--- src/rtl/sd_spi_arbiter.sv ---
// sd_spi_arbiter: shares one SPI-mode SD card between the init, read and write engines.
// Optional build macro SD_ARB_TIMEOUT_EN bounds ownership to TIMEOUT_CLKS cycles.
module sd_spi_arbiter #(
    parameter int GAP_CLKS     = 8,
    parameter int TIMEOUT_CLKS = 65535
) (
    input  logic       SD_clk,
    input  logic       rst_n,
    input  logic       init_done,
    input  logic [2:0] req,
    input  logic [2:0] cs_i,
    input  logic [2:0] din_i,
    output logic [2:0] gnt,
    output logic [2:0] dout_o,
    output logic       SD_cs,
    output logic       SD_datain,
    input  logic       SD_dataout,
    output logic       busy,
    output logic       timeout_err
);
    localparam logic [1:0] IDLE = 2'd0;
    localparam logic [1:0] OWN  = 2'd1;
    localparam logic [1:0] GAP  = 2'd2;
    localparam logic [7:0] GAP_LAST = 8'(GAP_CLKS - 1);

    if (GAP_CLKS < 1 || GAP_CLKS > 255 || TIMEOUT_CLKS < 2 || TIMEOUT_CLKS > 65535) begin : g_bad_cfg
        $error("sd_spi_arbiter: GAP_CLKS or TIMEOUT_CLKS out of range");
    end

    logic [1:0] state;
    logic [7:0] gap_cnt;
    logic       rr_wr;
    logic [2:0] avail;
    logic [2:0] elig;
    logic [2:0] pick;
    logic       own_req;
    logic       to_hit;

    // Pins follow the owner combinationally; with no owner the card sees CS high and idle MOSI.
    assign SD_cs     = |gnt ? |(gnt & cs_i)  : 1'b1;
    assign SD_datain = |gnt ? |(gnt & din_i) : 1'b1;
    assign dout_o    = ~gnt | {3{SD_dataout}};
    assign busy      = state != IDLE;
    assign own_req   = |(gnt & req);

    // Init always wins; read/write alternate, favouring whichever was not granted last.
    always_comb begin
        elig = req & avail & {init_done, init_done, 1'b1};
        pick = elig[0] ? 3'b001 :
               (elig[1] & elig[2]) ? (rr_wr ? 3'b010 : 3'b100) :
               elig[1] ? 3'b010 :
               elig[2] ? 3'b100 : 3'b000;
    end

`ifdef SD_ARB_TIMEOUT_EN
    localparam logic [15:0] TO_LAST = 16'(TIMEOUT_CLKS - 1);
    logic [15:0] own_cnt;
    logic [2:0]  stale;

    assign avail  = ~stale;
    assign to_hit = (state == OWN) && own_req && (own_cnt == TO_LAST);

    // Ownership watchdog: a forced release marks the owner stale until it lets go of req.
    always_ff @(posedge SD_clk or negedge rst_n) begin
        if (!rst_n) begin
            own_cnt     <= '0;
            stale       <= '0;
            timeout_err <= 1'b0;
        end else begin
            own_cnt     <= (state == OWN) ? own_cnt + 16'd1 : 16'd0;
            stale       <= (stale & req) | (to_hit ? gnt : 3'b000);
            timeout_err <= to_hit;
        end
    end
`else
    assign avail       = 3'b111;
    assign to_hit      = 1'b0;
    assign timeout_err = 1'b0;
`endif

    // IDLE -> OWN on any eligible request, OWN -> GAP on release, GAP -> IDLE after GAP_CLKS cycles.
    always_ff @(posedge SD_clk or negedge rst_n) begin
        if (!rst_n) begin
            state   <= IDLE;
            gnt     <= '0;
            gap_cnt <= '0;
            rr_wr   <= 1'b1;
        end else begin
            case (state)
                IDLE: if (|pick) begin
                    gnt   <= pick;
                    state <= OWN;
                    if (pick[1] | pick[2]) rr_wr <= pick[2];
                end
                OWN: if (!own_req || to_hit) begin
                    gnt     <= '0;
                    gap_cnt <= '0;
                    state   <= GAP;
                end
                GAP: if (gap_cnt == GAP_LAST) begin
                    gap_cnt <= '0;
                    state   <= IDLE;
                end else begin
                    gap_cnt <= gap_cnt + 8'd1;
                end
                default: begin
                    gnt   <= '0;
                    state <= IDLE;
                end
            endcase
        end
    end
endmodule
--- config.mk ---
export PLATFORM = sky130hd
export DESIGN_NAME = sd_spi_arbiter
export DESIGN_NICKNAME = d
export VERILOG_FILES = /design/src/rtl/sd_spi_arbiter.sv
export SDC_FILE = /design/constraint.sdc
export NUM_CORES = 1
export LEC_CHECK = 0
export CORE_MARGIN = 2
export CORE_UTILIZATION = 40
export DETAILED_ROUTE_END_ITERATION = 10
export PLACE_DENSITY = 0.71
export SYNTH_ARGS = -nofsm -noshare
export SYNTH_HDL_FRONTEND = slang
export SYNTH_SLANG_ARGS = --single-unit
export TNS_END_PERCENT = 5
--- constraint.sdc ---
create_clock -name SD_clk -period 1.86 [get_ports SD_clk]
set_input_delay 0.279 -clock SD_clk [delete_from_list [all_inputs] [get_ports SD_clk]]
set_output_delay 0.279 -clock SD_clk [all_outputs]
set_load 0.01 [all_outputs]
After elaboration in Yosys (flattened, before gate mapping)
Cells that the tools add are included.

Register bits after elaboration: 14. Output and inout bits: 10. Logic and storage cells: 49.

Add/subtract/negate cells: 1. Equality and inequality tests: 6. Mux-type cells: 17. Bitwise operators: 9. Reductions and logical operators: 12.

Operators with widths (count): 3-bit two-way mux (7); 8-bit two-way mux (2); 8-bit one-hot mux with 2 select lines (1); 3-bit OR reduction (5); 3-bit AND (4); 3-bit one-hot mux with 3 select lines (1); 3-bit AND reduction (3); 8-bit by 1-bit adder with 8-bit output (second input constant) (1); 8-bit by 3-bit equality test with 1-bit output (second input constant) (1); 2-bit two-way mux (3); 2-bit inequality test (second input constant) (3); 2-bit one-hot mux with 3 select lines (1); 2-bit nonzero test (2); 3-bit NOT (1); 3-bit bitwise OR (1); 2-bit by 1-bit equality test with 1-bit output (second input constant) (1); 2-bit equality test (second input constant) (1); 2-bit logical NOT (1); 1-bit two-way mux (2); 2-bit AND reduction (1); 1-bit AND (1); 1-bit NOT (1); 1-bit bitwise OR (1).

Depth between registers and ports, before layout
Gate-level depths: netlist of run 1.

Depth after elaboration: 8. Gate-level depth with buffers: 5. Depth with buffers taken out: 5.

Least setup slack after synthesis of run 1
Ideal clock, no wire load.

Kind: flip-flop to flip-flop. From: reg gap_cnt[0]. To: reg gap_cnt[1]. Arrival: 1.680 ns. Data required time: 1.739 ns. Setup slack: 0.059 ns. Stages on the path, launching flop included: 5. Path buffers: 0. Clock period less this slack: 1.801 ns. Cells stage by stage: dfrtp_1 ha_1 or4b_4 o41a_4 a22o_1.

Longest elaborated chain between the ends: 3.

Ends and longest elaborated chain: start: declaration (RTL line 31) `logic [7:0] gap_cnt;`; start signal: assignment (RTL line 104) `gap_cnt <= gap_cnt + 8'd1;`; 8-bit by 1-bit adder with 8-bit output / 8-bit by 3-bit equality test with 1-bit output (equally long branches) (RTL line 104, 100); 8-bit two-way mux * (RTL line 100) `GAP: if (gap_cnt == GAP_LAST) begin`; 8-bit one-hot mux with 2 select lines * (RTL line 89) `case (state)`.

Every way passes the cells marked *; elsewhere a longest branch is shown, timed or not. A chain may end at the register's enable or synchronous reset.

Worst setup path after layout of run 1
From: reg state[0]. To: out busy.

Longest elaborated chain between the ends: 1.

Ends and longest elaborated chain: start: declaration (RTL line 30) `logic [1:0] state;`; start signal: assignment (RTL line 84) `state <= IDLE;`; start signal: assignment (RTL line 92) `state <= OWN;`; start signal: assignment (RTL line 98) `state <= GAP;`; 2-bit nonzero test (RTL line 43) `assign busy = state != IDLE;`; end: declaration (RTL line 18) `output logic busy,`.

Every way passes these cells.

==> metrics, run 1 <==
outcome=completed; top cell type's share of synthesized area=39.4%; Synth warnings=0; Post-DRT Antenna Nets=0; sequential area share after synthesis=42.6%; grt total ovfl=0; initial antenna violation count=0; Starting Density=42.1%; final wirelength=2020 um; Slew @ Worst Pin=0.632 ns; die width=49.4 um; worst rel slew slack=57.8%; Wirelength per Cell=13.1 um; worst ir drop on vdd=699 uV; Async SR Flop Fraction=100%; clock power share=11.8%; Crit Path Max Fanout=9; Flop pwr share=33.9%; Power, Total=0.00147 W; core area=1960 um2; routability congestion estimate=0.783; vias=816; largest family of logic cells by synthesized area=simple AND/OR/NAND/NOR gates; IO Port Bufs=21; ys flop type=dfrtp_1; mux cell area share after synthesis=0%; P_sw=0.000562 W; syn_nets=105; Max-Cap Viols=0; FP Rows=16; TritonCTS clock tree=built; CP Class=reg2out; dpl cell area=1140 um2; area leader, netlist=dfrtp_1; area of the multi-input gates=435 um2; critical path endpoint category=output port; DR vias/cell=5.30; final cycle utilization of the critical path=95.9%; pin count of the biggest net entering global routing=15; count of final hold-check violations=0; Tot GR Track Use=19.0%; vias in the first global route=858; largest cells by area after synthesis=dfrtp_1 39%, a21oi_1 5.5%, nand2_1 4.5%; Clock transition at path regs=0.08 ns; first-pass GRT wire length=3590 um; share of cells above drive strength 1=21.3%; Mapped Area=826 um2; Final Instance Count excl. Fillers=154; adder-cell share of the synthesized area=1.52%; HP Class=in2async; cell area power density=1240 nW/um2; Compound-Gate Fraction of Synth Area=24.5%; cell count after synthesis=91; Placed Cells=148; internal power=0.000906 W; Root Driver=clkbuf_4; Synth Area in XOR/XNOR=1.06%; synthesis-to-finish area growth=43.6%; Max clock buf depth=2; crit path launch type=register; CTS Buf Count=3; Comb pwr share=54.4%; initial DRC count=22; clk sinks=14; Tmin final=1.78 ns; Die Area=2440 um2; post-synthesis register bit count=14; fmax=560 MHz; Slew Limit Fails=0; register area=355 um2; chip height=49.4 um; I/O pin count=23; Setup-failing EPs final=0; CTS H-tree lvls=1; Clock Skew=0.00374 ns; Initial DRT Pass Iterations=4; mean post-synth cell area=9.07 um2; number of flops mapped to enable cells by yosys=0; Netlist cell types=34; unrepaired setup endpoints after global routing=false; Static Leak=0.495 nW; most frequent cells after synthesis=13 x dfrtp_1, 10 x nand2_1, 9 x a21oi_1; hold slack=0.395 ns; dpl hpwl=1580 um; Worst Path Required=1.58 ns; top-count cell post-synth=dfrtp_1; Worst-Skew Late Latency=0.27 ns; Hold Buf Count CTS=0; Filler Cell Count=182; post-synthesis simple-gate area fraction=25.2%; Post-route DRC=0; Final Cell Area=1190 um2; switch share=38.3%; diode count=0; Final #Nets=142; Arrival @ worst endpoint=1.51 ns
==> layer usage <==
metal | track usage (%) | part of all wire (%) | routed length [um] | vias to the layer above
met5 | 0 | 0 | 0 | -
met4 | 6.94 | 0.59 | 12 | 0
met3 | 3.68 | 6.1 | 123 | 2
met2 | 36.5 | 52 | 1060 | 23
met1 | 20.1 | 41 | 825 | 384
li1 | - | - | - | 407
==> flip-flops by register name (all words and copies together), names as in the netlist <==
name and count:
rr_wr 1, state 2, gap_cnt 8, gnt 3
==> what timing repair did <==
item / CTS / global route
buffers inserted: 1 / 1
gates resized for setup: 3 / 2
setup endpoints to repair: 2 / 1
==> worst max-delay path, cell delays in order (launching register included) <==
cell and delay (ns):
dfrtp_2 0.46, or2_2 0.29, clkdlybuf4s50_1 0.48
==> per-stage QoR <==
step           setup slack [ns]  util [%]  TNS (ns)
3_5_place_dp            -0.0434      58.3   -0.0718
4_1_cts                0.000123      59.9         0
5_1_grt                  0.0240      60.5         0
3_3_place_gp            -0.0112      58.3   -0.0112
6_report                 0.0756      60.5         0
2_1_floorplan            0.0588         -         0
==> power groups by stage <==
stage | clock network, W | logic, W | registers, W
after floorplan | 0 | 0.000425 | 0.000475
after global placement | 0 | 0.000758 | 0.000512
after detailed placement | 0 | 0.000780 | 0.000517
after CTS | 0.000183 | 0.000769 | 0.000511
after global routing | 0.000197 | 0.000889 | 0.000513
final | 0.000173 | 0.000798 | 0.000497
==> layout make-up <==
cell class,instances,area share [%]
multi-input cells,68,36.7
inverters,6,1.90
repair buffers,35,26.4
well taps,27,2.85
flip-flops and latches,14,30.0
clock buffers,4,2.22
==> logic make-up after synthesis <==
kind of cell	after synthesis
buf+inv	9
simple gates	36
fa+ha+maj	1
xor+xnor	1
compound gates	29
other cells	1
flops	14
==> final timing paths <==
kind                            cells after the start          to  startpoint  slack (ns)
worst max-delay path                                2        busy    state[0]        0.08
worst min-delay path                                1  gap_cnt[4]       rst_n        0.40
worst max register to register                      4  gap_cnt[1]  gap_cnt[1]        0.09
worst min register to register                      2       rr_wr       rr_wr        0.50
max in group asynchronous                           1    state[1]       rst_n        1.02
min in group SD_clk                                 2       rr_wr       rr_wr        0.50
==> layout by cell type, fill, tap and decap left out, drive strengths merged, types with 2 or more instances in the layout <==
master	instances
buf	14
dlygate4sd2	2
nor3	3
dfrtp	13
a222oi	3
nand3	3
nand2b	3
clkbuf	4
inv	6
clkdlybuf4s50	19
a21oi	9
nand2	10
o21ai	10
or3	6
nor2b	3
and4	2
Power figures use the tool's default switching activity.
==> run 2: changes to the inputs <==
--- a/config.mk
+++ b/config.mk
@@ -5,10 +5,11 @@
 export SDC_FILE = /design/constraint.sdc
 export NUM_CORES = 1
 export LEC_CHECK = 0
+export ABC_CLOCK_PERIOD_IN_PS = 1860
+export CAP_MARGIN = 20
 export CORE_MARGIN = 2
-export CORE_UTILIZATION = 40
+export CORE_UTILIZATION = 30
 export DETAILED_ROUTE_END_ITERATION = 10
-export PLACE_DENSITY = 0.71
 export SYNTH_ARGS = -nofsm -noshare
 export SYNTH_HDL_FRONTEND = slang
 export SYNTH_SLANG_ARGS = --single-unit
==> run 2 against run 1 <==
Compared with the run above: sequential power decreased by 4.6%; total power is 4.7% higher; clock power is 5% higher; die area grew 30%; global-route usage decreased by 4.4 points; clock-buffer cell count unchanged; largest cell class unchanged.
==> metrics, run 2 (synthesis results as in run 1) <==
Crit Reg-Reg Startpoint=gap_cnt[0]; critical path's top delay family=buffers and inverters; Slew Limit Fails=0; dpl hpwl=1580 um; worst ir drop on vdd=739 uV; critical path endpoint category=output port; Slew @ Worst Pin=0.647 ns; Final WS setup=0.0987 ns; Post-DRT Antenna Nets=0; Wirelength per Cell=13.2 um; Root Driver=clkbuf_4; initial antenna violation count=0; diode count=0; share of cells above drive strength 1=23.7%; Initial DRT Pass Iterations=4; chip height=56.5 um; CP max stage cell=clkdlybuf4s50_1; vias=865; cell area power density=1260 nW/um2; Clock Skew=0.00516 ns; Static Leak=0.516 nW; vias in the first global route=872; commonest non-fill, non-tap cell in the layout=clkdlybuf4s50_1; Placed Cells=152; Setup WS pre-CTS=-0.0871 ns; worst r2r path cells=5; HP Class=in2async; Worst-Skew Late Latency=0.28 ns; CP Class=reg2out; Tot GR Track Use=14.6%; Crit Path Max Fanout=3; fmax=568 MHz; CP cell instances=or2_2 > clkdlybuf4s50_1; synthesis-to-finish area growth=47.9%; core area=2690 um2; count of final hold-check violations=0; FP Rows=19; slowest cell delay on critical path=0.48 ns; unrepaired setup endpoints after global routing=false; initial DRC count=22; die width=56.5 um; leading registers by flop count=gap_cnt: 8 flops, gnt: 3 flops, state: 2 flops; final cycle utilization of the critical path=94.7%; outcome=completed; DR vias/cell=5.34; clk sinks=14; crit path launch type=register; Worst Path Required=1.58 ns; most frequent cells in the layout=19 x clkdlybuf4s50_1, 18 x buf_4, 10 x nand2_1, 10 x dfrtp_1, 9 x a21oi_1; Clock transition at path regs=0.09 ns; first-pass GRT wire length=3700 um; Tmin final=1.76 ns; Final #Nets=146; grt total ovfl=0; worst rel slew slack=56.7%; Die Area=3190 um2; Setup-failing EPs final=0; Post-route DRC=0; Starting Density=30.7%; final wirelength=2130 um; Arrival @ worst endpoint=1.48 ns; Final Instance Count excl. Fillers=162; max reg flops=8; Reg with most FFs=gap_cnt; CTS Buf Count=3; IO Port Bufs=21; R2R setup slack=0.11 ns; routability congestion estimate=0.754; Max-Cap Viols=0; I/O pin count=23; Max clock buf depth=2; CP bufs+invs=1; Critical path origin=state[0]; CTS H-tree lvls=1; pin count of the biggest net entering global routing=15; TritonCTS clock tree=built; reg2reg end=gap_cnt[5]
==> run 2: changes by cell type in the layout (fill, tap and decap cells not counted) <==
cell   before  now
buf_4      14   18
==> run 2: power breakdown <==
group          switching [W]  total, W  internal [W]
registers          0.0000755  0.000474      0.000399
logic               0.000415  0.000881      0.000467
clock network      0.0000985  0.000182     0.0000833
==> run 2: repair_timing <==
action                     CTS  global route
hold buffers                 0             0
buffers inserted             2             4
gates resized for setup      3             2
setup endpoints to repair    2             1
==> run 2: through the flow <==
| step | hold slack, ns | area (um2) | util, % | TNS, ns | power [W] |
|---|---|---|---|---|---|
| floorplan | -0.0166 | 826 | - | 0 | 0.000900 |
| finish | 0.388 | 1220 | 45.5 | 0 | 0.00154 |
| global route | 0.446 | 1220 | 45.5 | 0 | 0.00168 |
| global placement | 0.493 | 1150 | 42.8 | 0 | 0.00126 |
| detailed placement | 0.504 | 1150 | 42.8 | -0.430 | 0.00128 |
| CTS | 0.408 | 1190 | 44.2 | 0 | 0.00148 |
==> run 2: final cells by class <==
| cell class | count | area, um2 |
|---|---|---|
| Timing Repair Buffer | 39 | 343 |
| Tap cell | 31 | 38.8 |
| Fill cell | 278 | 1470 |
| Inverter | 6 | 22.5 |
| Clock buffer | 4 | 26.3 |
| Multi-Input combinational cell | 68 | 435 |
| Sequential cell | 14 | 355 |
==> run 2: worst max path at each step <==
stage / endpoint / cells after the start
after floorplan: gap_cnt[1] / 4
after global placement: gnt[2] / 5
after detailed placement: gap_cnt[5] / 6
after CTS: busy / 2
after global routing: SD_datain / 4
final: busy / 2
==> run 2: layer usage <==
metal,vias to the layer above,share of wire [%],global-route usage (%)
met5,-,0,0
met4,0,1.5,5.78
li1,413,-,-
met3,4,6.2,3.92
met1,414,45,17.4
met2,34,47,24.8
==> run 2: worst reg2reg max path, stage by stage (launching register included) <==
cell and delay (ns):
dfrtp_1 0.35, ha_1 0.17, or4b_4 0.48, o41a_4 0.40
a21oi_1 0.16, o21ai_1 0.08
==> run 3: changes to the inputs <==
--- a/config.mk
+++ b/config.mk
@@ -6,7 +6,6 @@
 export NUM_CORES = 1
 export LEC_CHECK = 0
 export ABC_CLOCK_PERIOD_IN_PS = 1860
-export CAP_MARGIN = 20
 export CORE_MARGIN = 2
 export CORE_UTILIZATION = 30
 export DETAILED_ROUTE_END_ITERATION = 10
==> results of run 3 <==
Final layout, timing and power as in run 2 (identical DEF).
